[src/rtl/crossy_pkg.sv]
// Shared constants and types for the crossy-road playfield blocks.
// Lane configuration is held as a packed {step, dir} pair per lane.
package crossy_pkg;

  localparam int SCREEN_WIDTH = 640;
  localparam int POS_W        = 10;
  localparam int STEP_W       = 3;
  localparam int LANE_W       = 3;

  typedef struct packed {
    logic [STEP_W-1:0] step;
    logic              dir;   // 0 = right (+), 1 = left (-)
  } lane_cfg_t;

  typedef enum logic [0:0] {
    ST_IDLE   = 1'b0,
    ST_UPDATE = 1'b1
  } sched_state_e;

endpackage

[src/rtl/lane_step_alu.sv]
// Combinational wrap-around step: moves one lane position by step pixels
// left or right, keeping the result inside [0, SCREEN_WIDTH-1].
module lane_step_alu
  import crossy_pkg::POS_W, crossy_pkg::STEP_W;
#(
  parameter int SCREEN_WIDTH = crossy_pkg::SCREEN_WIDTH
) (
  input  logic [POS_W-1:0]  pos,
  input  logic [STEP_W-1:0] step,
  input  logic              dir,
  output logic [POS_W-1:0]  new_pos
);

  localparam logic [POS_W:0]   WIDTH_X = (POS_W+1)'(SCREEN_WIDTH);
  localparam logic [POS_W-1:0] WIDTH_P = POS_W'(SCREEN_WIDTH);

  logic [POS_W:0]   sum_x;
  logic [POS_W-1:0] step_p;

  // Only the overflow test needs the 11-bit sum; the wrapped results are
  // exact in POS_W bits because the true answer always lies below 640.
  always_comb begin
    step_p = {{(POS_W-STEP_W){1'b0}}, step};
    sum_x  = {1'b0, pos} + {{(POS_W+1-STEP_W){1'b0}}, step};
    new_pos = pos;
    if (!dir) begin
      if (sum_x >= WIDTH_X) new_pos = pos + step_p - WIDTH_P;
      else                  new_pos = pos + step_p;
    end else begin
      if (pos < step_p) new_pos = pos + WIDTH_P - step_p;
      else              new_pos = pos - step_p;
    end
  end

endmodule

[src/rtl/lane_scroll_sched.sv]
// Obstacle-lane scheduler: a prescaler tick starts a sweep that updates one
// lane per cycle through a single shared lane_step_alu.
module lane_scroll_sched
  import crossy_pkg::POS_W, crossy_pkg::STEP_W, crossy_pkg::LANE_W,
         crossy_pkg::lane_cfg_t, crossy_pkg::sched_state_e,
         crossy_pkg::ST_IDLE, crossy_pkg::ST_UPDATE;
#(
  parameter int N_LANES      = 4,
  parameter int TICK_CYCLES  = 15000,
  parameter int SCREEN_WIDTH = crossy_pkg::SCREEN_WIDTH,
  parameter int RESET_STEP   = 2
) (
  input  logic                     clk,
  input  logic                     reset,
  input  logic                     pause,
  input  logic                     cfg_we,
  input  logic [LANE_W-1:0]        cfg_lane,
  input  logic [STEP_W-1:0]        cfg_step,
  input  logic                     cfg_dir,
  output logic [POS_W*N_LANES-1:0] h_pos_flat,
  output logic                     busy,
  output logic                     frame_done,
  output logic                     overrun,
  output logic                     state_dbg
);

  localparam int CTR_W = (TICK_CYCLES > 1) ? $clog2(TICK_CYCLES) : 1;
  localparam int IDX_W = $clog2(N_LANES);
  localparam logic [CTR_W-1:0] CTR_LAST = CTR_W'(TICK_CYCLES - 1);
  localparam logic [IDX_W-1:0] IDX_LAST = IDX_W'(N_LANES - 1);

  logic [CTR_W-1:0] ctr_q;
  logic             tick;

  sched_state_e     state_q, state_d;
  logic [IDX_W-1:0] lane_idx_q, lane_idx_d;
  logic             pos_we;
  logic             done_q, done_d;
  logic             overrun_q, overrun_d;

  lane_cfg_t        cfg_q [N_LANES];
  logic [POS_W-1:0] pos_q [N_LANES];
  lane_cfg_t        cur_cfg;
  logic [POS_W-1:0] alu_pos;
  logic             cfg_hit;
  logic [IDX_W-1:0] cfg_idx;

  // Prescaler: a held count survives pause, so release resumes mid-period.
  assign tick = !pause && (ctr_q == CTR_LAST);

  always_ff @(posedge clk) begin
    if (reset) begin
      ctr_q <= '0;
    end else if (!pause) begin
      if (ctr_q == CTR_LAST) ctr_q <= '0;
      else                   ctr_q <= ctr_q + CTR_W'(1);
    end
  end

  always_ff @(posedge clk) begin
    if (reset) begin
      state_q    <= ST_IDLE;
      lane_idx_q <= '0;
      done_q     <= 1'b0;
      overrun_q  <= 1'b0;
    end else begin
      state_q    <= state_d;
      lane_idx_q <= lane_idx_d;
      done_q     <= done_d;
      overrun_q  <= overrun_d;
    end
  end

  // A tick that lands during a sweep is dropped and latched as overrun.
  always_comb begin
    state_d    = state_q;
    lane_idx_d = lane_idx_q;
    pos_we     = 1'b0;
    done_d     = 1'b0;
    overrun_d  = overrun_q;
    case (state_q)
      ST_IDLE: begin
        if (tick) begin
          state_d    = ST_UPDATE;
          lane_idx_d = '0;
        end
      end
      ST_UPDATE: begin
        pos_we = 1'b1;
        if (tick) overrun_d = 1'b1;
        if (lane_idx_q == IDX_LAST) begin
          state_d = ST_IDLE;
          done_d  = 1'b1;
        end else begin
          lane_idx_d = lane_idx_q + IDX_W'(1);
        end
      end
      default: state_d = ST_IDLE;
    endcase
  end

  // cfg_we is a single-cycle write strobe with no back-pressure: it is always
  // accepted at the next edge; lane indices beyond N_LANES-1 are discarded.
  assign cfg_hit = cfg_we && (int'(cfg_lane) < N_LANES);
  assign cfg_idx = cfg_lane[IDX_W-1:0];
  assign cur_cfg = cfg_q[lane_idx_q];

  lane_step_alu #(
    .SCREEN_WIDTH(SCREEN_WIDTH)
  ) u_alu (
    .pos     (pos_q[lane_idx_q]),
    .step    (cur_cfg.step),
    .dir     (cur_cfg.dir),
    .new_pos (alu_pos)
  );

  always_ff @(posedge clk) begin
    if (reset) begin
      for (int i = 0; i < N_LANES; i++) begin
        pos_q[i] <= '0;
        cfg_q[i] <= '{step: STEP_W'(RESET_STEP), dir: 1'b0};
      end
    end else begin
      if (pos_we)  pos_q[lane_idx_q] <= alu_pos;
      if (cfg_hit) cfg_q[cfg_idx]    <= '{step: cfg_step, dir: cfg_dir};
    end
  end

  for (genvar gi = 0; gi < N_LANES; gi++) begin : g_flat
    assign h_pos_flat[POS_W*gi +: POS_W] = pos_q[gi];
  end

  assign busy       = (state_q == ST_UPDATE);
  assign frame_done = done_q;
  assign overrun    = overrun_q;
  assign state_dbg  = state_q;

endmodule
[config.mk]
export PLATFORM = sky130hd
export DESIGN_NAME = lane_scroll_sched
export DESIGN_NICKNAME = d
export VERILOG_FILES = /design/src/rtl/crossy_pkg.sv /design/src/rtl/lane_step_alu.sv /design/src/rtl/lane_scroll_sched.sv
export SDC_FILE = /design/constraint.sdc
export NUM_CORES = 1
export LEC_CHECK = 0
export ABC_AREA = 0
export BUFFER_PORTS_ARGS = -buffer_cell sky130_fd_sc_hd__buf_4
export CORE_MARGIN = 4
export CORE_UTILIZATION = 55
export CTS_CLUSTER_DIAMETER = 30
export DETAILED_ROUTE_END_ITERATION = 10
export PLACE_DENSITY = 0.85
export REMOVE_ABC_BUFFERS = 1
export SLEW_MARGIN = 20
export SYNTH_ARGS = -nofsm -noshare
export SYNTH_HDL_FRONTEND = slang
export SYNTH_SLANG_ARGS = --single-unit
[constraint.sdc]
create_clock -name clk -period 6.75 [get_ports clk]
set_input_delay 1.35 -clock clk [delete_from_list [all_inputs] [get_ports clk]]
set_output_delay 1.35 -clock clk [all_outputs]
set_load 0.005 [all_outputs]
# Word level (Yosys, flattened, before mapping)
# Memories as Yosys holds them, arrays and structs flattened. A register that Yosys moved wholly into a read port is not among the register bits.
# Cells that the tools add are included.
[totals]
reg_bits = 19
mem_bits_rw = 56
inputBits = 11
out_inout_bits = 44
wordCells = 61
n_memories = 2
[mem_list]
columns = ["memory", "words", "width", "rd", "rd_clocked_by_memory_dff", "write_ports", "line_no", "text"]
rows = [
  ["pos_q", 4, 10, 5, 1, 4, "lane_scroll_sched.sv:42", "logic [POS_W-1:0] pos_q [N_LANES];"],
  ["cfg_q", 4, 4, 1, 1, 4, "lane_scroll_sched.sv:41", "lane_cfg_t cfg_q [N_LANES];"],
]
[op_classes]
n_addsub = 8
order_cmp = 3
eq_ne = 4
muxes = 30
bitwise_logic = 1
n_reduce_logical = 8
[ops]
columns = ["operator", "n"]
rows = [
  ["two-way mux 10 bit", 4],
  ["subtractor 10 x 3 -> 10 bit", 2],
  ["two-way mux 2 bit", 8],
  ["adder 14 x 1 -> 14 bit (second input constant)", 1],
  ["== test 14 bit (second input constant)", 1],
  ["two-way mux 1 bit", 14],
  ["two-way mux 14 bit", 1],
  ["adder 10 x 3 -> 11 bit", 1],
  ["greater-or-equal comparator 11 x 10 -> 1 bit (second input constant)", 1],
  ["adder 10 bit (second input constant)", 1],
  ["adder 10 x 3 -> 10 bit", 1],
  ["< comparator 10 x 3 -> 1 bit", 1],
  ["OR reduction 10 bit", 1],
  ["subtractor 10 bit (second input constant)", 1],
  ["two-way mux 4 bit", 1],
  ["inequality test 2 bit (second input constant)", 2],
  ["one-hot mux 2 bit (2 select lines)", 1],
  ["AND reduction 2 bit", 2],
  ["OR reduction 4 bit", 1],
  ["< comparator 3 bit (second input constant)", 1],
  ["adder 2 x 1 -> 2 bit (second input constant)", 1],
  ["== test 2 bit (second input constant)", 1],
  ["logical AND 1 bit", 2],
  ["one-hot mux 1 bit (2 select lines)", 1],
  ["other kinds (3)", 3],
]

# Longest topological paths before layout
# Gate-level depths: netlist (run 1).
[logic_depth]
depth_word = 7
mapped_depth = 15
mapped_depth_nobuf = 13

# Hierarchy
# A second synthesis (run 1) with hierarchy kept.
[unflattened]
hier_cells = 417
hier_area_um2 = 4724.5
[by_module_without_submodules]
columns = ["mod", "n_inst", "cells_each", "area_each_um2", "seq_area_each_um2"]
rows = [
  ["lane_scroll_sched", 1, 247, 3419.5, 2102.0],
  ["lane_step_alu", 1, 170, 1305.0, 0.0],
]

# Worst setup path after synthesis (run 1)
# Ideal clock, no wire load.
[synth_timing]
path_type = "reg2reg"
from = "register (tool-made name)"
to = "memory pos_q[1][7] (data pin)"
setup_time_ns = 0.265
arrival_ns = 3.387
required_time_ns = 6.485
path_slack_ns = 3.098
path_stages_with_launch = 14
path_buffers = 2
period_less_slack_ns = 3.652
path_cell_list = "dfxtp_1 > buf_6 > buf_12 > mux4_1 > inv_1 > ha_1 > nor2b_1 > a211oi_1 > xnor2_1 > ha_1 > nor3b_2 > nor4b_2 > a211oi_2 > nor2_1"
[synth_rtl]
columns = ["element", "line_no"]
rows = [
  ["end: declaration", "lane_scroll_sched.sv:42"],
]

==> results of run 1 <==
==> cells in the final DEF, fill, tap and decap left out, types with 6 or more instances in the layout <==
master	Yosys	routed
nand4_1	6	6
nand2b_1	19	19
nor3_1	8	8
mux2i_1	6	6
ha_1	28	28
o21ai_0	7	7
clkbuf_8	0	9
xnor2_1	20	20
dfxtp_1	21	21
and2_1	13	13
nand2_1	13	13
nand3_1	7	7
a21oi_1	10	10
mux4_1	9	9
nor2b_1	7	7
edfxtp_1	56	56
inv_1	35	35
xor2_1	7	7
nor2_1	73	73
buf_4	1	54
==> layout make-up <==
| cell class | instances | area share, % |
|---|---|---|
| flip-flops and latches | 77 | 39.07 |
| inverters | 35 | 2.442 |
| repair buffers | 54 | 7.535 |
| clock inverters | 7 | 1.837 |
| well taps | 105 | 2.442 |
| clock buffers | 9 | 2.302 |
| multi-input cells | 306 | 44.37 |
==> worst register-to-register path, cell delays in order (launching register included) <==
cell and delay (ns):
dfxtp_1 0.93, mux4_1 0.74, inv_1 0.09, ha_1 0.35, nor2b_1 0.21, a211oi_1 0.60, xnor2_1 0.26, ha_1 0.30
nor3b_2 0.29, nor4b_2 0.10, a211oi_2 0.41, nor2_1 0.09
==> cells in the mapped netlist (4+ instances only) <==
library cell	number
or3_1	4
nor3_1	8
nand2b_1	19
inv_1	35
mux4_1	9
o2111ai_1	4
mux4_2	4
clkbuf_1	6
mux2i_1	6
edfxtp_1	56
nand4_1	6
ha_1	28
xnor2_1	20
o21ai_0	7
nor3b_1	4
nor2_1	73
dfxtp_1	21
fa_1	4
xor2_1	7
nand2_1	13
and2_1	13
nor2b_1	7
a21oi_1	10
nand3_1	7
==> report_power, final <==
group / switching, W / total, W / internal (W)
logic: 0.0000907 / 0.000159 / 0.0000685
clock network: 0.000174 / 0.000384 / 0.000210
registers: 0.0000123 / 0.000538 / 0.000526
==> stage by stage <==
step	std cells	utilization, %	hold WS [ns]	worst slack [ns]	total power [W]
2_1_floorplan	418	-	0.4581	2.889	0.0006441
3_3_place_gp	577	62.38	0.4522	2.481	0.0006981
3_5_place_dp	577	62.38	0.4733	2.191	0.0007048
4_1_cts	593	65.08	0.4940	2.141	0.001081
5_1_grt	593	65.15	0.5420	1.830	0.001121
6_report	593	65.15	0.4823	2.131	0.001081
==> worst paths after layout <==
path	from	cells after the start	slack, ns	to
max	flop	11	2.13	pos_q[0][7]
max reg2reg	flop	11	2.13	pos_q[0][7]
min	overrun	2	0.48	overrun
min reg2reg	overrun	2	0.48	overrun
==> state kept, by name, summed over array words and instances (netlist names), named ones only <==
signal,count
pos_q,40
cfg_q,16
ctr_q,14
lane_idx_q,2
busy,1
frame_done,1
overrun,1
==> cell families after synthesis <==
logic type | synth area share, %
xor gates and xnor gates | 5.019
AOI/OAI and AO/OA | 8.418
adders and majority gates | 9.135
DFF | 44.61
and+or+nand+nor | 19.28
buffers and inverters | 4.859
muxes | 8.683
==> per-layer routing <==
layer	vias up	part of all wire, %	wire [um]
met5	-	0	0
met4	0	1.9	215
met3	20	5.7	633
met2	123	51	5671
met1	1735	42	4630
li1	1639	-	-
==> run summary, run 1 <==
Largest delay share family, worst path = compound AO/OA/AOI/OAI gates
GRT busiest layer = met2
Slew @ Worst Pin = 0.9170 ns
Port Buffer Count = 54
Vias = 3517
Max-Cap Viols = 0
Post CTS Setup Buffer Count = 0
P&R area growth vs syn = 14.18%
Post-CTS sizing = 0
Sequential share of the synthesized area = 44.61%
Post-Syn Area per Cell = 10.91 um^2
Area of the multi-input gates = 2387 um^2
DP Wirelength = 8371 um
Max-slew violations = 0
Worst EP required = 6.84 ns
Initial DRC count = 194
Cell count after synthesis = 432
Main synth FF type = edfxtp_1
CP most frequent cell = ha_1
Post-synth EDFFs = 56
Yosys top cell area share = 35.69%
Routability cong. = 0.9563
Mapped Area = 4712 um^2
Met3 usage = 3.875%
Clk Latency, worst-skew pair = 0.36 ns
CP peak stage delay = 0.93 ns
GRT overflow = 0
Clk pin slew, worst setup/hold paths = 0.08 ns
Area post-placement = 5151 um^2
Fill cells = 645
Cell Pwr Density = 200.9 nW/um^2
Min cycle time layout = 4.619 ns
H-tree depth = 3
Chip Height = 100.6 um
Yosys cell types = 66
DRC viols = 0
Final hold violations = 0
Total core area = 8258 um^2
Clk sinks = 77
CTS tree = built
Largest net degree at the start of global routing = 19
Number of top-level pins = 55
Max_slew headroom = 38.78%
Worst Path Arrival = 4.71 ns
Max Clock Freq = 0.2165 GHz
Post-synthesis async set-or-reset flop share = 0%
Row cnt = 33
Post-detailed-route count of antenna-violating nets = 0
Endpoints failing setup = 0
Crit-path cells = mux4_1 -> inv_1 -> ha_1 -> nor2b_1 -> a211oi_1 -> xnor2_1 -> ha_1 -> nor3b_2 -> nor4b_2 -> a211oi_2 -> nor2_1
Ys Warns = 0
Initial core utilization = 57.06%
Routed WL = 11150 um
Post-synthesis register bit count = 77
First-pass GRT wire length = 17710 um
Die ar. = 10110 um^2
Setup repair after global routing missed its margin = false
N_diodes = 0
Yosys top cell by area = edfxtp_1
LEAKAGE = 2.120 nW
Die X = 100.6 um
Critical path type = flop to flop
Root cell of the clock tree = clkbuf_8
CP max stage cell = dfxtp_1
Worst hold path type = flop to flop
DRT Pass-1 Iters = 5
Initial antenna violation count = 0
Final Net Count = 526
Setup TNS = 0 ns
Max IR drop VDD = 0.1833 mV
Total CTS buffers = 9
Register area = 2102 um^2
Status = finished clean
Critical path capture point type = flop
Area contributors post-synth = edfxtp_1 (36%), dfxtp_1 (8.9%), ha_1 (7.4%)
Number of global-route vias before repair = 3455
GRT met1 Usage = 28.77%
Skew final = 0.009871 ns
Clock Path Buffers = 2
Worst setup SP type = flop
Met2 GRT Util = 39.35%
Routed vias/inst = 5.931
Period utilization = 68.42%
WL per Instance = 18.80 um
Max Fanout on Critical Path = 14
CTS Hold Bufs = 0
GR Util All Layers = 22.65%
Design area = 5380 um^2
Crit path buffers/inverters = 1
Ratio of cells with drive above 1 in the final layout = 19.88%
No activity file was read; power rests on OpenSTA's default activity.
==> inputs of run 2 (changes only) <==
==> constraint.sdc (replaced) <==
create_clock -name clk -period 4.8 [get_ports clk]
set_input_delay 0.96 -clock clk [delete_from_list [all_inputs] [get_ports clk]]
set_output_delay 0.96 -clock clk [all_outputs]
set_load 0.005 [all_outputs]
==> run 2 against run 1 <==
Compared with the run above:
- die area unchanged
- critical path depth did not move
- critical path type unchanged
- wire length down 0.28%
- fmax is 12% higher
- hold slack improved by 0.016 ns
- first-iteration DRC count is 19% higher
- final area is essentially flat
- non-clock buffer count up 2
- sequential cell count did not move
- count of clock-buffer cells in the layout up 2
- register-to-register slack got worse by 1.5 ns
==> run summary, run 2 (synthesized netlist as in run 1, its figures left out) <==
Largest net degree at the start of global routing = 19
Skew final = 0.01346 ns
Total core area = 8258 um^2
Finished Layout Cells = 595
Clk Latency, worst-skew pair = 0.35 ns
Vias = 3545
Crit-path cells = mux4_1 -> inv_1 -> ha_1 -> nor2b_1 -> a211oi_1 -> xnor2_1 -> ha_1 -> nor3b_2 -> nor4b_2 -> a211oi_2 -> nor2_1
CTS tree = built
Worst Path Arrival = 4.21 ns
Total CTS buffers = 9
Fill cells = 615
Cells after DPL = 579
Worst hold path type = flop to flop
Place WS = 0.7357 ns
Clk pin slew, worst setup/hold paths = 0.07 ns
Post-detailed-route count of antenna-violating nets = 0
Commonest non-fill, non-tap cell in the layout = nor2_1
Critical path capture point type = flop
Largest regs = pos_q (40), cfg_q (16), ctr_q (14)
Setup WS post-layout = 0.6731 ns
LEAKAGE = 2.134 nW
Max-Cap Viols = 0
Most flops, register = pos_q
Root cell of the clock tree = clkbuf_8
Cell Pwr Density = 279.7 nW/um^2
Slew @ Worst Pin = 0.6664 ns
Initial DRC count = 231
H-tree depth = 3
Max-slew violations = 0
Max IR drop VDD = 0.2234 mV
GRT overflow = 0
Min-delay src = overrun
CTS Hold Bufs = 0
Clock Path Buffers = 2
Routed vias/inst = 5.958
P&R area growth vs syn = 14.23%
Clk sinks = 77
Worst setup SP type = flop
N_diodes = 0
Setup TNS = 0 ns
Port Buffer Count = 54
Post-CTS sizing = 0
Die X = 100.6 um
Min cycle time layout = 4.127 ns
Number of top-level pins = 55
CP most frequent cell = ha_1
Final hold violations = 0
Most frequent cells in the layout = nor2_1 (73), edfxtp_1 (56), buf_4 (56)
Die ar. = 10110 um^2
Routability cong. = 0.9122
Hold_ws = 0.4983 ns
Worst EP required = 4.88 ns
Row cnt = 33
Final Net Count = 528
Initial antenna violation count = 0
Routed WL = 11120 um
Ratio of cells with drive above 1 in the final layout = 19.80%
CP max stage cell = dfxtp_1
WL per Instance = 18.69 um
GR Util All Layers = 22.87%
Initial core utilization = 57.06%
Endpoints failing setup = 0
DRC viols = 0
DP Wirelength = 8446 um
Area of the multi-input gates = 2381 um^2
Setup repair after global routing missed its margin = false
Status = finished clean
Max Fanout on Critical Path = 15
Max Clock Freq = 0.2423 GHz
Post CTS Setup Buffer Count = 0
CP peak stage delay = 0.75 ns
Register area = 2102 um^2
Period utilization = 85.98%
Max FFs per register = 40
Number of global-route vias before repair = 3552
Max_slew headroom = 55.51%
First-pass GRT wire length = 17890 um
Chip Height = 100.6 um
DRT Pass-1 Iters = 5
Critical path type = flop to flop
## run 2: changes by cell type in the layout (fill, tap and decap cells not counted)
cell / before / now
clkbuf_8: 9 / 10
clkinv_4: 2 / 0
a31oi_1: 0 / 1
inv_6: 1 / 0
clkinvlp_4: 1 / 0
clkbuf_1: 0 / 1
a31oi_2: 1 / 0
clkinv_2: 1 / 3
buf_4: 54 / 56
## run 2: report_power, final
part	total [W]	switching, W	internal, W
Sequential	0.000759	0.0000188	0.000740
Clock	0.000523	0.000219	0.000304
Combinational	0.000223	0.000127	0.0000967
Total	0.00151	0.000364	0.00114
## run 2: area by class of cell
class                   count  share of cell area, %
flip-flops and latches     77                  39.05
inverters                  35                  2.441
clock buffers              11                  2.627
well taps                 105                  2.441
multi-input cells         306                  44.24
repair buffers             56                  7.810
clock inverters             5                  1.395
## run 2: per-layer routing
layer | share of wire (%) | up-vias | routed length (um) | global-route usage (%)
met5 | 0 | - | 0 | 0
li1 | - | 1636 | - | -
met1 | 41 | 1737 | 4532 | 30.46
met2 | 51 | 150 | 5659 | 37.92
met3 | 6.4 | 22 | 716 | 4.291
met4 | 1.9 | 0 | 212 | 7.358
## run 2: path summary, 6_finish.rpt
check | end | slack [ns] | depth (start not counted)
setup / recovery | pos_q[0][7] | 0.67 | 11
hold / removal | overrun | 0.50 | 2
setup reg to reg | pos_q[0][7] | 0.67 | 11
hold reg to reg | overrun | 0.50 | 2
## run 2: per-stage QoR
step | utilization (%) | power, W | cell area, um^2
floorplan | - | 0.0009058 | 4614
global placement | 62.56 | 0.0009830 | 5166
detailed placement | 62.56 | 0.0009929 | 5166
CTS | 65.18 | 0.001508 | 5383
global route | 65.18 | 0.001564 | 5383
finish | 65.18 | 0.001506 | 5383
## run 2: worst max-delay path: cells and delay by family, from the launching register on
kind / cells / cell delay [ns]
mux: 1 / 0.47
flops: 1 / 0.75
compound gates: 2 / 0.94
simple gates: 4 / 0.71
buf+inv: 1 / 0.09
xor+xnor: 1 / 0.26
fa+ha+maj: 2 / 0.64
